<file path="config.mk">
export PLATFORM = sky130hd
export DESIGN_NAME = ifetch_unit
export DESIGN_NICKNAME = d
export VERILOG_FILES = /design/src/rtl/ifetch_pkg.sv /design/src/rtl/icache_dm.sv /design/src/rtl/ifetch_unit.sv
export SDC_FILE = /design/constraint.sdc
export NUM_CORES = 2
export LEC_CHECK = 0
export CAP_MARGIN = 20
export CORE_MARGIN = 2
export CORE_UTILIZATION = 45
export DETAILED_ROUTE_END_ITERATION = 16
export DONT_BUFFER_PORTS = 1
export PLACE_DENSITY = 0.66
export SETUP_SLACK_MARGIN = 0.02
export SLEW_MARGIN = 20
export SYNTH_ARGS = -nofsm -noshare
export SYNTH_HDL_FRONTEND = slang
export SYNTH_HIERARCHICAL = 1
export SYNTH_SLANG_ARGS = --single-unit
</file>
<file path="constraint.sdc">
create_clock -name clk -period 18.05 [get_ports clk]
set_input_delay 3.61 -clock clk [delete_from_list [all_inputs] [get_ports clk]]
set_output_delay 3.61 -clock clk [all_outputs]
set_load 0.02 [all_outputs]
</file>
<file path="src/rtl/ifetch_pkg.sv">
// Shared types and width helpers for the instruction-fetch stage.
//   state_t : fetch controller states (RUN = fetching, REQ = waiting on refill)
//   INS_W   : instruction width
//   off_w / idx_w / tag_w : address-field widths derived from the parameters
package ifetch_pkg;

  typedef enum logic {
    RUN = 1'b0,
    REQ = 1'b1
  } state_t;

  localparam int INS_W = 32;

  function automatic int off_w(input int line_words);
    return $clog2(line_words);
  endfunction

  function automatic int idx_w(input int num_lines);
    return $clog2(num_lines);
  endfunction

  function automatic int tag_w(input int addr_w, input int line_words, input int num_lines);
    return addr_w - idx_w(num_lines) - off_w(line_words) - 2;
  endfunction

endpackage

</file>
<file path="src/rtl/icache_dm.sv">
// Direct-mapped instruction cache storage: tag, valid and data arrays.
//   clk, rstn     : clock, async active-low reset (clears all valid bits)
//   rd_addr       : word address (byte offset dropped) for the combinational lookup
//   rd_hit        : line valid and tag matches
//   rd_ins        : selected word of the indexed line
//   wr_en         : write a full line this cycle
//   wr_line_addr  : line address (word/byte offset dropped) of the line to write
//   wr_line       : line data, word 0 in the low 32 bits
module icache_dm
  import ifetch_pkg::*;
#(
  parameter int ADDR_W     = 32,
  parameter int LINE_WORDS = 4,
  parameter int NUM_LINES  = 16
) (
  input  logic                        clk,
  input  logic                        rstn,
  input  logic [ADDR_W-1:2]           rd_addr,
  output logic                        rd_hit,
  output logic [INS_W-1:0]            rd_ins,
  input  logic                        wr_en,
  input  logic [ADDR_W-1:off_w(LINE_WORDS)+2] wr_line_addr,
  input  logic [INS_W*LINE_WORDS-1:0] wr_line
);

  localparam int OFF_W   = off_w(LINE_WORDS);
  localparam int IDX_W   = idx_w(NUM_LINES);
  localparam int TAG_W   = tag_w(ADDR_W, LINE_WORDS, NUM_LINES);
  localparam int IDX_LSB = OFF_W + 2;
  localparam int TAG_LSB = OFF_W + IDX_W + 2;

  logic [NUM_LINES-1:0] valid;
  logic [TAG_W-1:0]     tags [NUM_LINES];
  logic [INS_W-1:0]     data [NUM_LINES][LINE_WORDS];

  logic [IDX_W-1:0] rd_idx;
  logic [OFF_W-1:0] rd_word;
  logic [TAG_W-1:0] rd_tag;
  logic [IDX_W-1:0] wr_idx;
  logic [TAG_W-1:0] wr_tag;

  assign rd_word = rd_addr[OFF_W+1:2];
  assign rd_idx  = rd_addr[IDX_LSB +: IDX_W];
  assign rd_tag  = rd_addr[ADDR_W-1:TAG_LSB];
  assign wr_idx  = wr_line_addr[IDX_LSB +: IDX_W];
  assign wr_tag  = wr_line_addr[ADDR_W-1:TAG_LSB];

  assign rd_hit = valid[rd_idx] && (tags[rd_idx] == rd_tag);
  assign rd_ins = data[rd_idx][rd_word];

  always_ff @(posedge clk or negedge rstn) begin
    if (!rstn) begin
      valid <= '0;
    end else if (wr_en) begin
      valid[wr_idx] <= 1'b1;
    end
  end

  // Tag/data need no reset: valid gates every use of them.
  always_ff @(posedge clk) begin
    if (wr_en) begin
      tags[wr_idx] <= wr_tag;
      for (int k = 0; k < LINE_WORDS; k++) begin
        data[wr_idx][k] <= wr_line[k*INS_W +: INS_W];
      end
    end
  end

endmodule

</file>
<file path="src/rtl/ifetch_unit.sv">
// Instruction-fetch stage: PC, direct-mapped I-cache and miss refill FSM.
//   clk, rstn            : clock, async active-low reset
//   i_stall              : downstream busy, hold PC on a hit
//   i_redirect, i_target : branch redirect (highest priority)
//   o_mem_req, o_mem_addr: line refill request and line-aligned address
//   i_mem_ack, i_mem_line: one-cycle refill response and line data
//   o_valid, o_ins       : fetched instruction and its valid flag
//   o_pc, o_pc_plus4     : current PC and PC + 4
//   o_hit                : lookup hit while fetching
//   o_miss_count         : saturating miss counter
module ifetch_unit
  import ifetch_pkg::*;
#(
  parameter int              ADDR_W     = 32,
  parameter int              LINE_WORDS = 4,
  parameter int              NUM_LINES  = 16,
  parameter logic [ADDR_W-1:0] RESET_PC = '0
) (
  input  logic                        clk,
  input  logic                        rstn,
  input  logic                        i_stall,
  input  logic                        i_redirect,
  input  logic [ADDR_W-1:0]           i_target,
  output logic                        o_mem_req,
  output logic [ADDR_W-1:0]           o_mem_addr,
  input  logic                        i_mem_ack,
  input  logic [INS_W*LINE_WORDS-1:0] i_mem_line,
  output logic                        o_valid,
  output logic [INS_W-1:0]            o_ins,
  output logic [ADDR_W-1:0]           o_pc,
  output logic [ADDR_W-1:0]           o_pc_plus4,
  output logic                        o_hit,
  output logic [15:0]                 o_miss_count
);

  localparam int LINE_LSB = off_w(LINE_WORDS) + 2;

  state_t            state;
  logic [ADDR_W-1:0] pc;
  logic [ADDR_W-1:0] line_addr;
  logic [15:0]       miss_count;
  logic              mem_req;
  logic              lookup_hit;
  logic [INS_W-1:0]  lookup_ins;
  logic [ADDR_W-1:0] target_aligned;
  logic              fill;
  logic              unused_target_lsbs;

  assign target_aligned     = {i_target[ADDR_W-1:2], 2'b00};
  assign unused_target_lsbs = ^i_target[1:0];
  assign fill               = (state == REQ) && i_mem_ack;

  icache_dm #(
    .ADDR_W    (ADDR_W),
    .LINE_WORDS(LINE_WORDS),
    .NUM_LINES (NUM_LINES)
  ) u_cache (
    .clk         (clk),
    .rstn        (rstn),
    .rd_addr     (pc[ADDR_W-1:2]),
    .rd_hit      (lookup_hit),
    .rd_ins      (lookup_ins),
    .wr_en       (fill),
    .wr_line_addr(line_addr[ADDR_W-1:LINE_LSB]),
    .wr_line     (i_mem_line)
  );

  // line_addr doubles as o_mem_addr, so it is zeroed whenever a refill completes.
  always_ff @(posedge clk or negedge rstn) begin
    if (!rstn) begin
      state      <= RUN;
      pc         <= RESET_PC;
      line_addr  <= '0;
      miss_count <= '0;
      mem_req    <= 1'b0;
    end else begin
      case (state)
        RUN: begin
          if (i_redirect) begin
            pc <= target_aligned;
          end else if (lookup_hit) begin
            if (!i_stall) pc <= pc + ADDR_W'(4);
          end else begin
            line_addr <= {pc[ADDR_W-1:LINE_LSB], {LINE_LSB{1'b0}}};
            if (miss_count != 16'hFFFF) miss_count <= miss_count + 16'd1;
            mem_req <= 1'b1;
            state   <= REQ;
          end
        end
        REQ: begin
          // Redirect and ack are independent here; both may land together.
          if (i_redirect) pc <= target_aligned;
          if (i_mem_ack) begin
            mem_req   <= 1'b0;
            line_addr <= '0;
            state     <= RUN;
          end
        end
        default: state <= RUN;
      endcase
    end
  end

  assign o_mem_req    = mem_req;
  assign o_mem_addr   = line_addr;
  assign o_hit        = (state == RUN) && lookup_hit;
  assign o_valid      = o_hit;
  assign o_ins        = lookup_ins;
  assign o_pc         = pc;
  assign o_pc_plus4   = pc + ADDR_W'(4);
  assign o_miss_count = miss_count;

endmodule

</file>
==> results.md <==
* Worst EP arrival at 7.40 ns
* DRC at 0
* HP Class: reg -> reg
* Min-delay src: u_cache/valid[12]
* Antenna violations before repair at 17
* Maximum clock path buffer count at 3
* Type of origin of the critical path: flop
* CP max stage cell: buf_4
* Leakage power at 33.5 nW
* Post-synth EDFFs at 2432
* Mapped Avg Cell Area at 23.8 um^2
* Mapped Cells at 4102
* Post-route cell area at 108000 um^2
* Internal power consumption at 9.97 mW
* Clock sinks at 2524
* FP Rows at 170
* Sequential power share at 52.6%
* Flop2flop setup slack at 9.85 ns
* Largest area contributor in the netlist: edfxtp_1
* Fin crit period at 11.01 ns
* Cts hold-fix bufs at 0
* CP max stage delay at 0.96 ns
* Final slew viol count at 0
* WL per Instance at 30.5 um
* Synth-to-Final Area Change at 11.3%
* CTS root buf: clkbuf_16
* Largest net degree at the start of global routing at 148
* Most common library cells after synthesis: edfxtp_1 (2432), mux4_2 (772), nand2_1 (123)
* Crit Path Max Fanout at 72
* Total grt overflow at 0
* Ys flop type: edfxtp_1
* First DRT Iteration DRCs at 4440
* DP HPWL at 116000 um
* Net Sw Power at 3.00 mW
* Max transition margin at 23.6%
* Post-synthesis sequential area ratio at 77.3%
* Beginning of the critical path: o_pc[5]
* Dpl cell area at 101000 um^2
* Ys Warns at 6
* Layout cell share with drive strength beyond 1 at 28.2%
* GR Util All Layers at 20.0%
* Crit Path Category: reg -> out
* CTS buffer count at 234
* Yosys reg bits at 2524
* Reg area at 75400 um^2
* Fillers at 16500
* Clk_lat worst skew at 0.87 ns
* Hold Path End: u_cache/valid[12]
* Synth top area share at 74.9%
* DIE HEIGHT at 469 um
* Cell family with most CP delay: buffers and inverters
* Setup Fix Bufs, Post-CTS at 0
* Core area at 215000 um^2
* VDD IR max at 0.0000954 V
* Most area-consuming cells after synthesis: edfxtp_1 (75%), mux4_2 (18%), dfrtp_1 (2.4%)
* Crit share post-route at 61.0%
* Cells on Worst Hold Path at 1
* Die X at 469 um
* Async SR Flop Fraction at 3.65%
* Max cap viols at 0
* IO Port Bufs at 0
* Detail-routed via count per cell at 6.06
* Final worst slack at 7.04 ns
* TNS Setup at 0 ns
* Final hold vios at 0
* Total wire length at 221000 um
* Multi-input logic area at 21200 um^2
* Worst slew pin tran at 1.15 ns
* Run status: finished clean
* Clock skew at 0.0204 ns
* Clock power frac at 37.3%
* Post-Syn Area at 97400 um^2
* H-tree levels at 4
* Worst r2r dst: o_pc[28]
* Vias in the first global route at 45400
* Crit path cell chain: buf_4, buf_4, buf_4, mux4_2, mux2i_1, o211ai_1, o31ai_1, o2111ai_1, nor4b_2, nor2b_1
* F_max at 90.8 MHz
* Nets@finish at 4370
* Vias post-DR at 43900
* Final setup fails at 0
* Top Ports at 312
* # resized after CTS at 0
* Worst-path clk slew at 0.06 ns
* Comb pwr share at 10.1%
* DIE AREA at 220000 um^2
* Synth unique cells at 65
* Depth of the worst register-to-register path at 14
* Most used cell, CP: buf_4
* Initial Utilization at 45.4%
* RSZ-0062 raised after global routing: no
* Pre-CTS setup slack at 7.97 ns
* Switching fraction of total power at 23.1%
* CP required at 14.44 ns
* CTS tree: built
* Pre-Repair DR Iteration Count at 5
* Reg2reg start: o_pc[5]
* Gpl congestion at 0.833
* Antenna Nets Post-Route at 0
* CP Buf/Inv Count at 3
* Count leader, synth: edfxtp_1
* Pwr Density at 120 nW/um^2
* First-pass GRT wire length at 321000 um
* Worst Setup End Kind: output pin
## power by group through the flow
stage | clock [mW] | sequential (mW) | combinational (mW)
2_1_floorplan | 0 | 6.89 | 0.992
3_3_place_gp | 0 | 6.94 | 1.32
3_5_place_dp | 0 | 6.95 | 1.32
4_1_cts | 4.93 | 6.83 | 1.33
5_1_grt | 5.15 | 6.84 | 1.39
6_report | 4.83 | 6.82 | 1.32
## worst max path at each step
| stage | end | slack, ns | cells past startpoint |
|---|---|---|---|
| after CTS | o_valid | 6.93 | 10 |
| final | o_valid | 7.04 | 10 |
| after global routing | o_valid | 6.73 | 10 |
| after floorplan | u_cache/valid[0] | 2.22 | 6 |
| after detailed placement | o_valid | 7.97 | 10 |
| after global placement | o_valid | 7.94 | 10 |
## worst reg2reg max path, cell delays in order, from the launching register on
cell,delay (ns)
dfrtp_4,0.72
buf_4,0.75
buf_4,0.81
buf_4,0.99
mux4_2,0.64
mux2i_1,0.37
o211ai_1,0.15
o31ai_1,0.28
o2111ai_1,0.26
nor4b_2,0.76
nor2b_1,0.82
nand2b_1,0.60
nor4_1,0.50
xor2_1,0.14
mux2_2,0.29
## routing by layer
layer	vias up	GRT usage (%)	routed length (um)
li1	17700	-	-
met1	24200	28.3	91700
met2	1674	31.6	106000
met3	305	4.79	18400
met4	0	4.83	4470
met5	-	0	0
## metrics by stage
stage	cells	power, mW	utilization, %	hold slack (ns)
after floorplan	4109	7.88	-	0.434
after global placement	6804	8.26	47.0	0.446
after detailed placement	6804	8.28	47.0	0.448
final	7240	13.0	50.5	0.462
after CTS	7237	13.1	50.5	0.462
after global routing	7239	13.4	50.5	0.475
## sequential cells by signal, summed over array words and instances, names as in the netlist
signal	count
o_pc	30
u_cache/tags	384
o_miss_count	16
u_cache/data	2048
o_mem_req	1
state	1
o_mem_addr	28
u_cache/valid	16
## cells by family after synthesis
| logic type | synth area share (%) |
|---|---|
| XOR/XNOR | 0.746 |
| other | 0.00385 |
| AO/OA/AOI/OAI | 0.836 |
| buffers and inverters | 1.10 |
| flip-flops | 77.3 |
| adder cells (fa/ha/maj) | 0.0257 |
| AND/OR/NAND/NOR | 1.61 |
| multiplexers | 18.4 |
## placed cells by master (no fill, tap or decap), types with 22 or more instances in the layout
master     count
dfrtp_1       86
nand2_1      123
clkbuf_16    237
clkinv_2      43
xnor2_1       50
mux4_2       772
o21ai_0       50
nor2_1        44
clkinv_1      61
xor2_1        33
mux2i_1       42
bufinv_16     22
buf_4         71
edfxtp_1    2432
clkbuf_1      48
## layout make-up
class	instances	area share (%)
diodes	2	0.00462
clock buffers	290	5.70
clock inverters	143	1.23
inverters	8	0.0277
multi-input cells	1352	19.5
flip-flops and latches	2524	69.5
well taps	2838	3.27
repair buffers	83	0.720
(Power assumes the default switching activity.)
